[config.mk]
export PLATFORM = sky130hd
export DESIGN_NAME = div
export DESIGN_NICKNAME = d
export VERILOG_FILES = /design/src/rtl/div_pkg.sv /design/src/rtl/div.sv
export SDC_FILE = /design/constraint.sdc
export NUM_CORES = 1
export LEC_CHECK = 0
export CAP_MARGIN = 20
export CORE_MARGIN = 5
export CORE_UTILIZATION = 40
export DETAILED_ROUTE_END_ITERATION = 16
export DONT_BUFFER_PORTS = 1
export PLACE_DENSITY = 0.52
export SYNTH_ARGS = -nofsm -noshare
export SYNTH_HDL_FRONTEND = slang
export SYNTH_SLANG_ARGS = --single-unit
[constraint.sdc]
create_clock -name clk -period 7.63 [get_ports clk]
set_input_delay 1.526 -clock clk [delete_from_list [all_inputs] [get_ports clk]]
set_output_delay 1.526 -clock clk [all_outputs]
set_load 0.1 [all_outputs]
[src/rtl/div_pkg.sv]
// Shared definitions for the EX-stage divider: FSM encodings, handshake
// levels and the bus types of the HI/LO write path.
package div_pkg;

  localparam int RegW = 32;
  typedef logic [RegW-1:0]   reg_bus_t;
  typedef logic [2*RegW-1:0] double_reg_bus_t;

  localparam reg_bus_t ZeroWord = '0;

  localparam logic DivResultReady    = 1'b1;
  localparam logic DivResultNotReady = 1'b0;
  localparam logic DivStart          = 1'b1;
  localparam logic DivStop           = 1'b0;

  typedef enum logic [1:0] {
    DivFree   = 2'b00,
    DivByZero = 2'b01,
    DivOn     = 2'b10,
    DivEnd    = 2'b11
  } div_state_e;

endpackage

[src/rtl/div.sv]
// Multi-cycle radix-2 restoring divider. result_o = {remainder, quotient},
// valid while ready_o is high; held until the EX stage drops start_i.
module div
  import div_pkg::*;
#(
  parameter int DATA_W = 32
) (
  input  logic                  clk,
  input  logic                  rst,
  input  logic                  signed_div_i,
  input  logic [DATA_W-1:0]     opdata1_i,
  input  logic [DATA_W-1:0]     opdata2_i,
  input  logic                  start_i,
  input  logic                  annul_i,
  output logic [2*DATA_W-1:0]   result_o,
  output logic                  ready_o
);

  localparam int CW = $clog2(DATA_W) + 1;

  div_state_e           state;
  logic [CW-1:0]        cnt;
  logic [2*DATA_W:0]    dividend;
  logic [DATA_W-1:0]    divisor;
  logic                 sign1, sign2, sgn;

  logic [DATA_W:0]      diff;
  logic [DATA_W-1:0]    op1_abs, op2_abs;
  logic [DATA_W-1:0]    quot, rem, quot_fix, rem_fix;

  always_comb begin
    diff     = {1'b0, dividend[2*DATA_W-1:DATA_W]} - {1'b0, divisor};
    op1_abs  = (signed_div_i && opdata1_i[DATA_W-1]) ? -opdata1_i : opdata1_i;
    op2_abs  = (signed_div_i && opdata2_i[DATA_W-1]) ? -opdata2_i : opdata2_i;
    quot     = dividend[DATA_W-1:0];
    rem      = dividend[2*DATA_W:DATA_W+1];
    // Remainder follows the dividend's sign, quotient the XOR of both.
    quot_fix = (sgn && (sign1 ^ sign2)) ? -quot : quot;
    rem_fix  = (sgn && sign1) ? -rem : rem;
  end

  always_ff @(posedge clk or negedge rst) begin
    if (!rst) begin
      state    <= DivFree;
      cnt      <= '0;
      dividend <= '0;
      divisor  <= '0;
      sign1    <= 1'b0;
      sign2    <= 1'b0;
      sgn      <= 1'b0;
      result_o <= '0;
      ready_o  <= DivResultNotReady;
    end else begin
      case (state)
        DivFree: begin
          ready_o  <= DivResultNotReady;
          result_o <= '0;
          if (start_i == DivStart && !annul_i) begin
            if (opdata2_i == '0) begin
              state <= DivByZero;
            end else begin
              state    <= DivOn;
              cnt      <= '0;
              dividend <= {{DATA_W{1'b0}}, op1_abs, 1'b0};
              divisor  <= op2_abs;
              sign1    <= opdata1_i[DATA_W-1];
              sign2    <= opdata2_i[DATA_W-1];
              sgn      <= signed_div_i;
            end
          end
        end
        DivByZero: begin
          if (annul_i) begin
            state <= DivFree;
          end else begin
            dividend <= '0;
            state    <= DivEnd;
            result_o <= '0;
            ready_o  <= DivResultReady;
          end
        end
        DivOn: begin
          if (annul_i) begin
            state <= DivFree;
          end else if (cnt != CW'(DATA_W)) begin
            if (diff[DATA_W])
              dividend <= dividend << 1;
            else
              dividend <= {diff[DATA_W-1:0], dividend[DATA_W-1:0], 1'b1};
            cnt <= cnt + CW'(1);
          end else begin
            result_o <= {rem_fix, quot_fix};
            ready_o  <= DivResultReady;
            state    <= DivEnd;
          end
        end
        DivEnd: begin
          if (start_i == DivStop) begin
            state    <= DivFree;
            ready_o  <= DivResultNotReady;
            result_o <= '0;
          end else begin
            ready_o  <= DivResultReady;
          end
        end
        default: state <= DivFree;
      endcase
    end
  end

endmodule

== After elaboration in Yosys (flattened, before gate mapping) ==
Cells that the tools add are included.

* Register bits: 173
* Output and inout bits: 65

* $add $sub $neg: 6
* Equal/unequal tests: 12
* Multiplexer cells: 33
* Bitwise gates (word level): 2
* Reductions and logical operators: 16

{| class="wikitable"
|+ Operators by type and width
! operator !! number
|-
| two-way mux 65 bit || 6
|-
| two-way mux 64 bit || 4
|-
| one-hot mux 64 bit (4 select lines) || 1
|-
| one-hot mux 65 bit (3 select lines) || 1
|-
| two-way mux 32 bit || 4
|-
| negator 32 bit || 4
|-
| subtractor 32 x 32 -> 33 bit || 1
|-
| zero test 32 bit || 1
|-
| two-way mux 6 bit || 4
|-
| inequality test 2 bit, second input constant || 7
|-
| two-way mux 2 bit || 6
|-
| one-hot mux 6 bit (2 select lines) || 1
|-
| AND reduction 3 bit || 3
|-
| one-hot mux 2 bit (4 select lines) || 1
|-
| adder 6 x 1 -> 6 bit, second input constant || 1
|-
| inequality test 6 bit, second input constant || 1
|-
| AND reduction 6 bit || 1
|-
| logical AND 1 bit || 5
|-
| AND reduction 5 bit || 1
|-
| == test 2 bit, second input constant || 2
|-
| two-way mux 1 bit || 4
|-
| one-hot mux 1 bit (4 select lines) || 1
|-
| AND reduction 4 bit || 1
|-
| inequality test 3 bit, second input constant || 1
|-
| other kinds (7) || 7
|}

== Longest topological paths before layout ==
* Depth after elaboration: 6
* Gate-level depth with buffers: 13
* Mapped depth without buffers: 12

== Worst setup path before layout ==
Ideal clock, no wire load.

* Kind: in2reg
* Start: in opdata2_i[9]
* End: reg dividend[27]
* Library setup time: 0.128 ns
* Arrival: 3.560 ns
* Data required time: 7.502 ns
* Path slack: 3.943 ns
* Stages on the path: 9
* Path through: or4_4 > nor3_2 > nand4_1 > or4_4 > nand2_1 > a211o_2 > buf_6 > buf_8 > mux2_1

* Longest elaborated chain between the ends: 3

{| class="wikitable"
|+ Ends and longest elaborated chain
! element !! line !! text
|-
| start: declaration || div.sv:12 || <nowiki>input logic [DATA_W-1:0] opdata2_i,</nowiki>
|-
| zero test 32 bit || div.sv:59 || <nowiki>if (opdata2_i == '0) begin</nowiki>
|-
| inequality test 2 bit (no source line) || n/a ||
|-
| AND reduction 6 bit (no source line) || n/a ||
|-
| end signal: assignment || div.sv:64 || <nowiki>dividend <= {{DATA_W{1'b0}}, op1_abs, 1'b0};</nowiki>
|-
| end signal: assignment || div.sv:87 || <nowiki>dividend <= dividend << 1;</nowiki>
|-
| end signal: assignment || div.sv:89 || <nowiki>dividend <= {diff[DATA_W-1:0], dividend[DATA_W-1:0], 1'b1};</nowiki>
|-
| end: declaration || div.sv:23 || <nowiki>logic [2*DATA_W:0] dividend;</nowiki>
|}

Every way passes these cells.
A chain may end at the register's enable or synchronous reset.

== Worst setup path in the final report ==
* Start: in opdata2_i[9]
* End: reg dividend[54]

Same word-level chain as after synthesis.

==> impl_metrics.json <==
{
  "place_congestion": 0.866,
  "setup.worst_path.class": "in2reg",
  "place_ws_ns": 2.70,
  "p_per_area_mw_per_mm2": 393,
  "wl_um": 29600,
  "synth_ff_type": "dfrtp_1",
  "syn-num-nets": 1464,
  "numCtsBuffers": 17,
  "p_leak_uw": 0.00538,
  "p_sw_share_pct": 50.4,
  "die-width_um": 179,
  "antenna_cells": 0,
  "fin_crit_sh_pct": 57.9,
  "min_path_type": "reg2reg",
  "synth_cells": 1349,
  "cts_buffer_depth": 2,
  "firstDrtPassIters": 7,
  "io_pins": 134,
  "ctsResizeCount": 0,
  "clock_latency_ns": 0.44,
  "r2r_slack_ns": 4.26,
  "relSlewSlack_pct": 33.7,
  "grt_overflow": 0,
  "synth-edff-count": 0,
  "ir_worst_vdd_uv": 193,
  "grt_pass1_vias": 8950,
  "rsz0062_at_grt": "false",
  "min_period_ns": 4.42,
  "setup_tns_ns": 0,
  "row_count": 62,
  "drive_gt1_share_pct": 5.32,
  "synth_warnings": 0,
  "core-area_mm2": 0.0285,
  "power_frac_seq_pct": 41.0,
  "syn_avg_cell_area_um2": 8.49,
  "max_freq_mhz": 226,
  "placed_cell_area_mm2": 0.0117,
  "cts_tree": "yes",
  "n_fill_cell": 2850,
  "hpwl_um": 21800,
  "port_buffers": 0,
  "drt-wirelength-per-cell_um": 17.4,
  "worstRegToRegCells": 11,
  "crit_arrival_ns": 4.68,
  "worstSetupStartpointType": "input port",
  "stdcell_area_mm2": 0.0123,
  "clkTransAtPathRegs_ns": 0.07,
  "viasPerCell": 5.43,
  "start_util_pct": 40.2,
  "hold_viol": 0,
  "p_switching_uw": 2430,
  "cts_setup_buffers": 0,
  "final-setup-viol-count": 0,
  "p_int_uw": 2390,
  "dieArea_mm2": 0.0321,
  "path_max_fanout": 60,
  "drt_iter0_drc": 438,
  "syn_to_final_growth_pct": 7.03,
  "numClockSinks": 173,
  "antenna_left": 0,
  "status": "finished clean",
  "yosysSeqAreaShare_pct": 37.8,
  "combinationalPowerShare_pct": 40.4,
  "hold_depth": 2,
  "vias": 9228,
  "drc": 0,
  "worst_slack_ns": 3.21,
  "final_core_util_pct": 43.1,
  "critPathRequiredTime_ns": 7.90,
  "die_h_um": 179,
  "async_reset_ff_share_pct": 100,
  "syn_area_mm2": 0.0115,
  "grt_max_degree": 174,
  "antenna_found_initial": 1,
  "drv_slew": 0,
  "finalClockSkew_ns": 0.0140,
  "maxCapViolCount": 0,
  "clkPwrFrac_pct": 18.6,
  "fin_nets": 1421,
  "root_buffer": "clkbuf_16",
  "worst_pin_slew_ns": 0.994,
  "grt_pass1_wl_um": 48200,
  "yosysUniqueCellTypes": 74,
  "grt_use_total_pct": 18.7,
  "cts_hold_buf": 0,
  "end_kind": "register",
  "h-tree-depth": 4,
  "ys_ff_latch": 173
}
-- worst max-delay path, stage by stage --
cell and delay (ns):
or4_4 0.53, nor3_2 0.18, nand4_1 0.21, or4_4 0.54, nand2_1 0.10, a211o_2 0.73
nand2b_1 0.63, o21ai_0 0.21
-- cells in the final DEF (no fill, tap or decap), types with 4 or more instances in the layout --
cell type  instances
o21ai_0          146
nand2_1          199
nor2b_1            6
a221oi_1           5
o21ai_1           14
nor2_1            99
or3_1              7
a41oi_1            4
o41ai_1           12
a211oi_1           5
a31o_2             4
buf_4              7
or4_1              7
o211ai_1           5
nand4_1            6
nand3_1           15
clkbuf_16         17
a22oi_1           23
mux2i_1           26
nor4_1            12
ha_1              45
nand2b_1           7
o21a_1            11
dfrtp_1          173
mux2_2             6
o31ai_1           32
a32oi_1            7
a21o_1             9
xor2_1            69
nor3_1            22
xnor2_1           76
a22o_1             4
inv_1             65
and2_1             8
a31oi_1            6
a21oi_1           92
-- sequential cells by signal, summed over array words and instances (netlist names) --
signal    count
cnt           6
sign1         1
dividend     65
ready_o       1
state         2
sgn           1
sign2         1
result_o     64
divisor      32
-- routing by layer --
layer / share of wire, % / wire length [µm] / GRT usage (%)
met1: 49 / 14600 / 27.1
met2: 43 / 12900 / 28.3
met3: 5.6 / 1670 / 3.84
met4: 1.8 / 524 / 5.20
met5: 0 / 0 / 0
-- worst paths after layout --
kind	end	start
max	dividend[54]	opdata2_i[9]
min	divisor[22]	divisor[22]
max reg2reg	dividend[60]	dividend[47]
min reg2reg	divisor[22]	divisor[22]
max in group asynchronous	result_o[47]	rst
min in group asynchronous	result_o[21]	rst
-- final cells by class --
type	count	area, µm²	share of cell area [%]
multi-input combinational	1042	6570	53.6
sequential	173	4330	35.3
tap	384	480	3.92
clock buffer	19	443	3.61
inverter	65	244	1.99
clock inverter	10	140	1.14
timing repair buffer	7	52.6	0.429
-- synth_stat cells, types with 7 or more instances --
cell / count / area [µm²]
o21ai_1: 14 / 70.1
o41ai_1: 12 / 105
nand2_1: 200 / 751
or4_1: 7 / 52.6
and2_1: 8 / 50.1
mux2i_1: 26 / 260
nand3_1: 16 / 80.1
or3_1: 7 / 43.8
o31ai_1: 32 / 240
o21a_1: 11 / 82.6
a22oi_1: 23 / 173
a21o_1: 9 / 67.6
dfrtp_1: 173 / 4330
nor3_1: 22 / 110
o21ai_0: 146 / 731
buf_2: 15 / 75.1
nor2_1: 100 / 375
inv_1: 65 / 244
a21oi_1: 92 / 460
xor2_1: 69 / 604
clkbuf_1: 44 / 165
a32oi_1: 7 / 61.3
ha_1: 45 / 563
nand2b_1: 7 / 43.8
nor4_1: 12 / 75.1
xnor2_1: 76 / 666
-- power by group through the flow --
stage	sequential, µW	clock, µW	combinational [µW]
after detailed placement	2000	0	1960
after global placement	1990	0	1940
after CTS	1980	920	1970
after floorplan	1910	0	1590
after global routing	2020	954	2200
final	1980	896	1950
-- through the flow --
step	hold slack [ns]	total power, µW	std cells
4_1_cts	0.494	4870	1700
2_1_floorplan	0.450	3500	1349
5_1_grt	0.500	5180	1700
3_3_place_gp	0.461	3930	1671
6_report	0.485	4820	1700
3_5_place_dp	0.478	3960	1671
-- kinds of logic (layout without fill, tap and decap cells) --
logic type	Yosys count	in the layout	share of synthesized area (%)
buffers and inverters	134	101	4.93
multiplexers	33	33	2.96
adder cells (fa/ha/maj)	46	46	5.09
AO/OA/AOI/OAI	402	402	21.8
flip-flops	173	173	37.8
AND/OR/NAND/NOR	416	416	16.3
XOR/XNOR	145	145	11.1
(Power assumes the default switching activity.)
